`src/rtl/instr_word_assembler_pkg.sv`:
```
// Shared types and constants for the MIPS instruction word assembler.
// Also holds the field-legality rule used when FIELD_CHECK_EN is defined.
package instr_word_assembler_pkg;

   typedef enum logic [1:0] {
      FMT_R   = 2'd0,
      FMT_I   = 2'd1,
      FMT_J   = 2'd2,
      FMT_RSV = 2'd3
   } fmt_e;

   localparam logic [5:0] OP_RTYPE = 6'd0;
   localparam logic [5:0] OP_J     = 6'd2;
   localparam logic [5:0] OP_JAL   = 6'd3;

   localparam int OP_W    = 6;
   localparam int REG_W   = 5;
   localparam int SHAMT_W = 5;
   localparam int FUNCT_W = 6;
   localparam int IMM_W   = 16;
   localparam int TGT_W   = 26;
   localparam int WORD_W  = 32;

   localparam logic [1:0] ST_IDLE   = 2'd0;
   localparam logic [1:0] ST_ACCEPT = 2'd1;
   localparam logic [1:0] ST_WRITE  = 2'd2;
   localparam logic [1:0] ST_DONE   = 2'd3;

   // An opcode is legal only if it belongs to the family its format claims.
   function automatic logic fields_legal(input logic [1:0] fmt, input logic [OP_W-1:0] op);
      logic ok;
      case (fmt)
         FMT_R:   ok = (op == OP_RTYPE);
         FMT_I:   ok = !((op == OP_RTYPE) || (op == OP_J) || (op == OP_JAL));
         FMT_J:   ok = (op == OP_J) || (op == OP_JAL);
         default: ok = 1'b0;
      endcase
      return ok;
   endfunction

endpackage

```
`src/rtl/instr_word_assembler_pack.sv`:
```
// Combinational packer: MIPS field bundle plus format -> 32-bit instruction word.
// Fields that the selected format does not use are ignored; reserved format packs to a nop.
module instr_pack
   import instr_word_assembler_pkg::*;
(
   input  logic [1:0]         fmt_i,
   input  logic [OP_W-1:0]    op_i,
   input  logic [REG_W-1:0]   rs_i,
   input  logic [REG_W-1:0]   rt_i,
   input  logic [REG_W-1:0]   rd_i,
   input  logic [SHAMT_W-1:0] shamt_i,
   input  logic [FUNCT_W-1:0] funct_i,
   input  logic [IMM_W-1:0]   imm16_i,
   input  logic [TGT_W-1:0]   target26_i,
   output logic [WORD_W-1:0]  word_o
);

   // Field concatenation per instruction format
   always_comb begin
      word_o = 32'h0000_0000;
      case (fmt_i)
         FMT_R:   word_o = {op_i, rs_i, rt_i, rd_i, shamt_i, funct_i};
         FMT_I:   word_o = {op_i, rs_i, rt_i, imm16_i};
         FMT_J:   word_o = {op_i, target26_i};
         default: word_o = 32'h0000_0000;
      endcase
   end

endmodule

```
`src/rtl/instr_word_assembler.sv`:
```
// Packs field bundles into instruction words and writes them sequentially to memory.
// Optional macro FIELD_CHECK_EN rejects bundles whose opcode does not match the format.
module instr_word_assembler
   import instr_word_assembler_pkg::*;
#(
   parameter int AW        = 10,
   parameter int ADDR_STEP = 4
)(
   input  logic          clk,
   input  logic          reset,
   input  logic          start,
   input  logic [AW-1:0] base_addr,
   input  logic          in_valid,
   output logic          in_ready,
   input  logic [1:0]    in_fmt,
   input  logic [5:0]    in_op,
   input  logic [4:0]    in_rs,
   input  logic [4:0]    in_rt,
   input  logic [4:0]    in_rd,
   input  logic [4:0]    in_shamt,
   input  logic [5:0]    in_funct,
   input  logic [15:0]   in_imm16,
   input  logic [25:0]   in_target26,
   input  logic          in_last,
   output logic          mem_we,
   output logic [AW-1:0] mem_addr,
   input  logic          mem_ready,
   output logic [31:0]   mem_wdata,
   output logic          busy,
   output logic          done,
   output logic [AW:0]   word_count,
   output logic          err
);

   localparam logic [AW-1:0] STEP = AW'(ADDR_STEP);
   localparam logic [AW:0]   ONE  = (AW+1)'(1);

   logic [1:0]        state_q, state_d;
   logic [AW-1:0]     addr_q, addr_d;
   logic [WORD_W-1:0] wdata_q, wdata_d;
   logic              last_q, last_d;
   logic [AW:0]       count_q, count_d;
   logic              err_d;
   logic [WORD_W-1:0] packed_s;

   instr_pack u_pack (
      .fmt_i      (in_fmt),
      .op_i       (in_op),
      .rs_i       (in_rs),
      .rt_i       (in_rt),
      .rd_i       (in_rd),
      .shamt_i    (in_shamt),
      .funct_i    (in_funct),
      .imm16_i    (in_imm16),
      .target26_i (in_target26),
      .word_o     (packed_s)
   );

   // Next-state logic for the load / accept / write / done sequence
   always_comb begin
      state_d = state_q;
      addr_d  = addr_q;
      wdata_d = wdata_q;
      last_d  = last_q;
      count_d = count_q;
      err_d   = 1'b0;
      case (state_q)
         ST_IDLE: begin
            if (start) begin
               state_d = ST_ACCEPT;
               addr_d  = base_addr;
               count_d = '0;
            end else begin
               state_d = ST_IDLE;
            end
         end
         ST_ACCEPT: begin
            if (in_valid) begin
`ifdef FIELD_CHECK_EN
               if (!fields_legal(in_fmt, in_op)) begin
                  err_d   = 1'b1;
                  state_d = in_last ? ST_DONE : ST_ACCEPT;
               end else begin
                  wdata_d = packed_s;
                  last_d  = in_last;
                  state_d = ST_WRITE;
               end
`else
               wdata_d = packed_s;
               last_d  = in_last;
               state_d = ST_WRITE;
`endif
            end else begin
               state_d = ST_ACCEPT;
            end
         end
         ST_WRITE: begin
            if (mem_ready) begin
               addr_d  = addr_q + STEP;
               count_d = (count_q == '1) ? count_q : count_q + ONE;
               state_d = last_q ? ST_DONE : ST_ACCEPT;
            end else begin
               state_d = ST_WRITE;
            end
         end
         ST_DONE:  state_d = ST_IDLE;
         default:  state_d = ST_IDLE;
      endcase
   end

   // State and datapath registers; reset discards any pending word
   always_ff @(posedge clk) begin
      if (reset) begin
         state_q <= ST_IDLE;
         addr_q  <= '0;
         wdata_q <= '0;
         last_q  <= 1'b0;
         count_q <= '0;
      end else begin
         state_q <= state_d;
         addr_q  <= addr_d;
         wdata_q <= wdata_d;
         last_q  <= last_d;
         count_q <= count_d;
      end
   end

`ifdef FIELD_CHECK_EN
   logic err_q;

   // One-cycle pulse for a rejected bundle
   always_ff @(posedge clk) begin
      if (reset) begin
         err_q <= 1'b0;
      end else begin
         err_q <= err_d;
      end
   end

   assign err = err_q;
`else
   logic unused_err_s;
   assign unused_err_s = err_d;
   assign err          = 1'b0;
`endif

   assign in_ready   = (state_q == ST_ACCEPT);
   assign mem_we     = (state_q == ST_WRITE);
   assign busy       = (state_q != ST_IDLE);
   assign done       = (state_q == ST_DONE);
   assign mem_addr   = addr_q;
   assign mem_wdata  = wdata_q;
   assign word_count = count_q;

endmodule

```
`config.mk`:
```
export PLATFORM = sky130hd
export DESIGN_NAME = instr_word_assembler
export DESIGN_NICKNAME = d
export VERILOG_FILES = /design/src/rtl/instr_word_assembler_pkg.sv /design/src/rtl/instr_word_assembler_pack.sv /design/src/rtl/instr_word_assembler.sv
export SDC_FILE = /design/constraint.sdc
export NUM_CORES = 1
export LEC_CHECK = 0
export BUFFER_PORTS_ARGS = -buffer_cell sky130_fd_sc_hd__buf_2
export CAP_MARGIN = 20
export CELL_PAD_IN_SITES_DETAIL_PLACEMENT = 1
export CELL_PAD_IN_SITES_GLOBAL_PLACEMENT = 2
export CORE_MARGIN = 5
export CORE_UTILIZATION = 22
export DETAILED_ROUTE_END_ITERATION = 16
export HOLD_SLACK_MARGIN = 0.08
export PLACE_DENSITY = 0.73
export SLEW_MARGIN = 20
export SYNTH_ARGS = -nofsm -noshare
export SYNTH_HDL_FRONTEND = slang
export SYNTH_HIERARCHICAL = 1
export SYNTH_SLANG_ARGS = --single-unit
```
`constraint.sdc`:
```
create_clock -name clk -period 1.5 [get_ports clk]
set_input_delay 0.075 -clock clk [delete_from_list [all_inputs] [get_ports clk]]
set_output_delay 0.075 -clock clk [all_outputs]
set_load 0.05 [all_outputs]
```
==> impl_metrics.toml <==
[timing]
hold_violations = 0
setup_viol = 1
post-route-period-util_pct = 101
slew_violations = 0
fmaxAchievable_mhz = 663
finalClockSkew_ps = 7.27
layout_min_cycle_time_ps = 1510
hold-worst-slack_ps = 96.5
fin_ws_ps = -9.37
rsz0062_at_grt = "true"

[cells_and_area]
num-nets-final = 620
instances_no_fill = 703
final_cell_mix = "buf_2, nand2_1, a21oi_1"
fillers = 1647
multi_input_area_mm2 = 0.00172
drive_gt1_share_pct = 41.6
mostFrequentLayoutCell = "buf_2"
diodes = 0
seqCellArea_mm2 = 0.00116
area_growth_pct = 46.9

[detailed_routing]
detail_route.wl_per_cell_um = 15.2
drt-initial-drc-count = 126
drcViolationCount = 0
postRouteAntennaNets = 0
vias = 3312
dr.pass1.iters = 4
drt-total-wl_um = 10700
via_per_inst = 4.71

[grt]
use_met3_pct = 3.80
grt_pass1_vias = 3523
grt-busiest-layer = "met2"
antenna_found_initial = 0
grt-ovfl-total = 0
grt_pass1_wl_um = 17500
grtUsageMet2_pct = 23.5
grt_max_degree = 58
track_usage_pct = 13.4
use_met1_pct = 16.0

[power]
p_per_area_mw_per_mm2 = 848
power.internal_mw = 2.55
power.total_mw = 3.66
switching_power_mw = 1.11
pwr-share-clk_pct = 35.5
p_comb_share_pct = 21.6
p_seq_share_pct = 42.9
vdd_drop_max_mv = 0.422
p_leak_nw = 1.90
switching_share_pct = 30.4

[worst_hold_path]
min_path_type = "in2reg"
hold_start = "base_addr[9]"

[worst_setup_path]
cp.required_ps = 1680
endpoint_kind = "register"
critPathLaunch = "word_count[1]$_SDFFE_PP0P_"
crit_type = "reg2reg"
worstPathMaxFanout = 4
cp-start-kind = "register"
r2r-start = "word_count[1]$_SDFFE_PP0P_"
arrival_ps = 1690

[clock_network]
clock_tree.root_cell = "clkbuf_16"
cts_tree = "done"
path_clk_slew_ps = 70
cts.sinks = 56
cts_max_level = 2
clk-insertion-delay-late_ps = 300
clockBufferDepth = 2
cts_buffers = 5

[place]
dpl.hpwl_um = 8150
dp.cells = 687
port-buffer-count = 148
gp_congestion = 0.759

[die]
fp.dieW_um = 126
dieArea_mm2 = 0.0158
die_h_um = 126
pin_count = 150
num_rows = 42
core_area_mm2 = 0.0132
start_util_pct = 22.3

[run_status]
violations = "setup timing"
status = "finished, violations left"

[synth]
yosys_warnings = 6
synth_async_sr_flop_share_pct = 0
syn_avg_cell_area_um2 = 8.01
syn_area_mm2 = 0.00294
ys_types = 45
yosys_register_bits = 56
seq_area_frac_synth_pct = 38.1
ys.flop_type = "dfxtp_1"
syn-num-nets = 461
synth-edff-count = 0
syn_inst = 367

[flow_run]
drv_cap = 0
## final cells by class
class	count	area share [%]
flip-flops and latches	56	26.9
inverters	5	0.492
clock buffers	6	3.48
clock inverters	2	0.290
well taps	176	5.10
multi-input cells	278	39.8
repair buffers	180	23.9
## cell usage after synthesis (all sizes together) (5+ instances only)
cell | count | area (µm²)
mux2i | 19 | 190
o21ai | 13 | 65.1
clkbuf | 13 | 48.8
and2 | 14 | 87.6
o2bb2ai | 17 | 149
nor3 | 7 | 35.0
inv | 5 | 18.8
nand2 | 79 | 297
nand3 | 9 | 45.0
a21oi | 53 | 265
dfxtp | 56 | 1120
a22o | 10 | 87.6
nand2b | 5 | 31.3
nor2 | 9 | 33.8
buf | 15 | 118
o31ai | 5 | 37.5
## per-layer routing
layer | vias up | wire (µm)
li1 | 1623 | -
met1 | 1595 | 4520
met2 | 83 | 5400
met3 | 11 | 658
met4 | 0 | 143
met5 | - | 0
## sequential cells by signal, indices dropped and copies added, names as in the netlist
signal	count
state_q	2
mem_addr	10
mem_wdata	32
word_count	11
last_q	1
## cell families (layout without fill, tap and decap cells)
logic type	count (synthesis)	in the layout	share of synthesized area [%]
flops	56	56	38.1
other cells	1	1	0.128
mux	20	20	6.85
fa+ha+maj	2	2	0.851
compound gates	108	108	23.3
buf+inv	33	193	6.30
simple gates	147	147	24.4
## repair_timing
item                                    CTS  global route
pin swaps                                 3             5
endpoints found under the setup margin    1            13
hold endpoints to repair                  6             0
resized for setup                         0            12
buffers inserted                          1             1
hold buffers                              6             0
## path summary, 6_finish.rpt
path / to / slack, ps / cells past startpoint
hold reg to reg: mem_wdata[5]$_SDFFE_PP0P_ / 450 / 2
setup / recovery: word_count[2]$_SDFFE_PP0P_ / -9 / 5
hold / removal: mem_addr[9]$_SDFFE_PP0P_ / 100 / 4
setup reg to reg: word_count[2]$_SDFFE_PP0P_ / -9 / 5
## metrics by stage
step,utilization [%],TNS [ps],worst slack (ps),area (µm²)
after CTS,32.3,0,8.41,4260
final,32.8,-9.37,-9.37,4320
after detailed placement,30.5,-44.6,-44.6,4030
after global placement,30.5,-13.0,-13.0,4030
after floorplan,-,-269,-139,3030
after global routing,32.8,-104,-46.0,4320
## worst max-delay path, cell delays in order, from the launching register on
cell     delay, ps
dfxtp_4        360
ha_4           150
nand3_4         80
or4b_4         580
a31oi_4        160
nor3_1          60
## power by group through the flow
stage	Combinational (mW)	Sequential, mW	Clock [mW]
after floorplan	0.340	1.77	0
after global placement	0.773	1.60	0
after detailed placement	0.784	1.61	0
after CTS	0.798	1.57	1.37
after global routing	0.862	1.58	1.43
final	0.791	1.57	1.30
(Power assumes the default switching activity.)
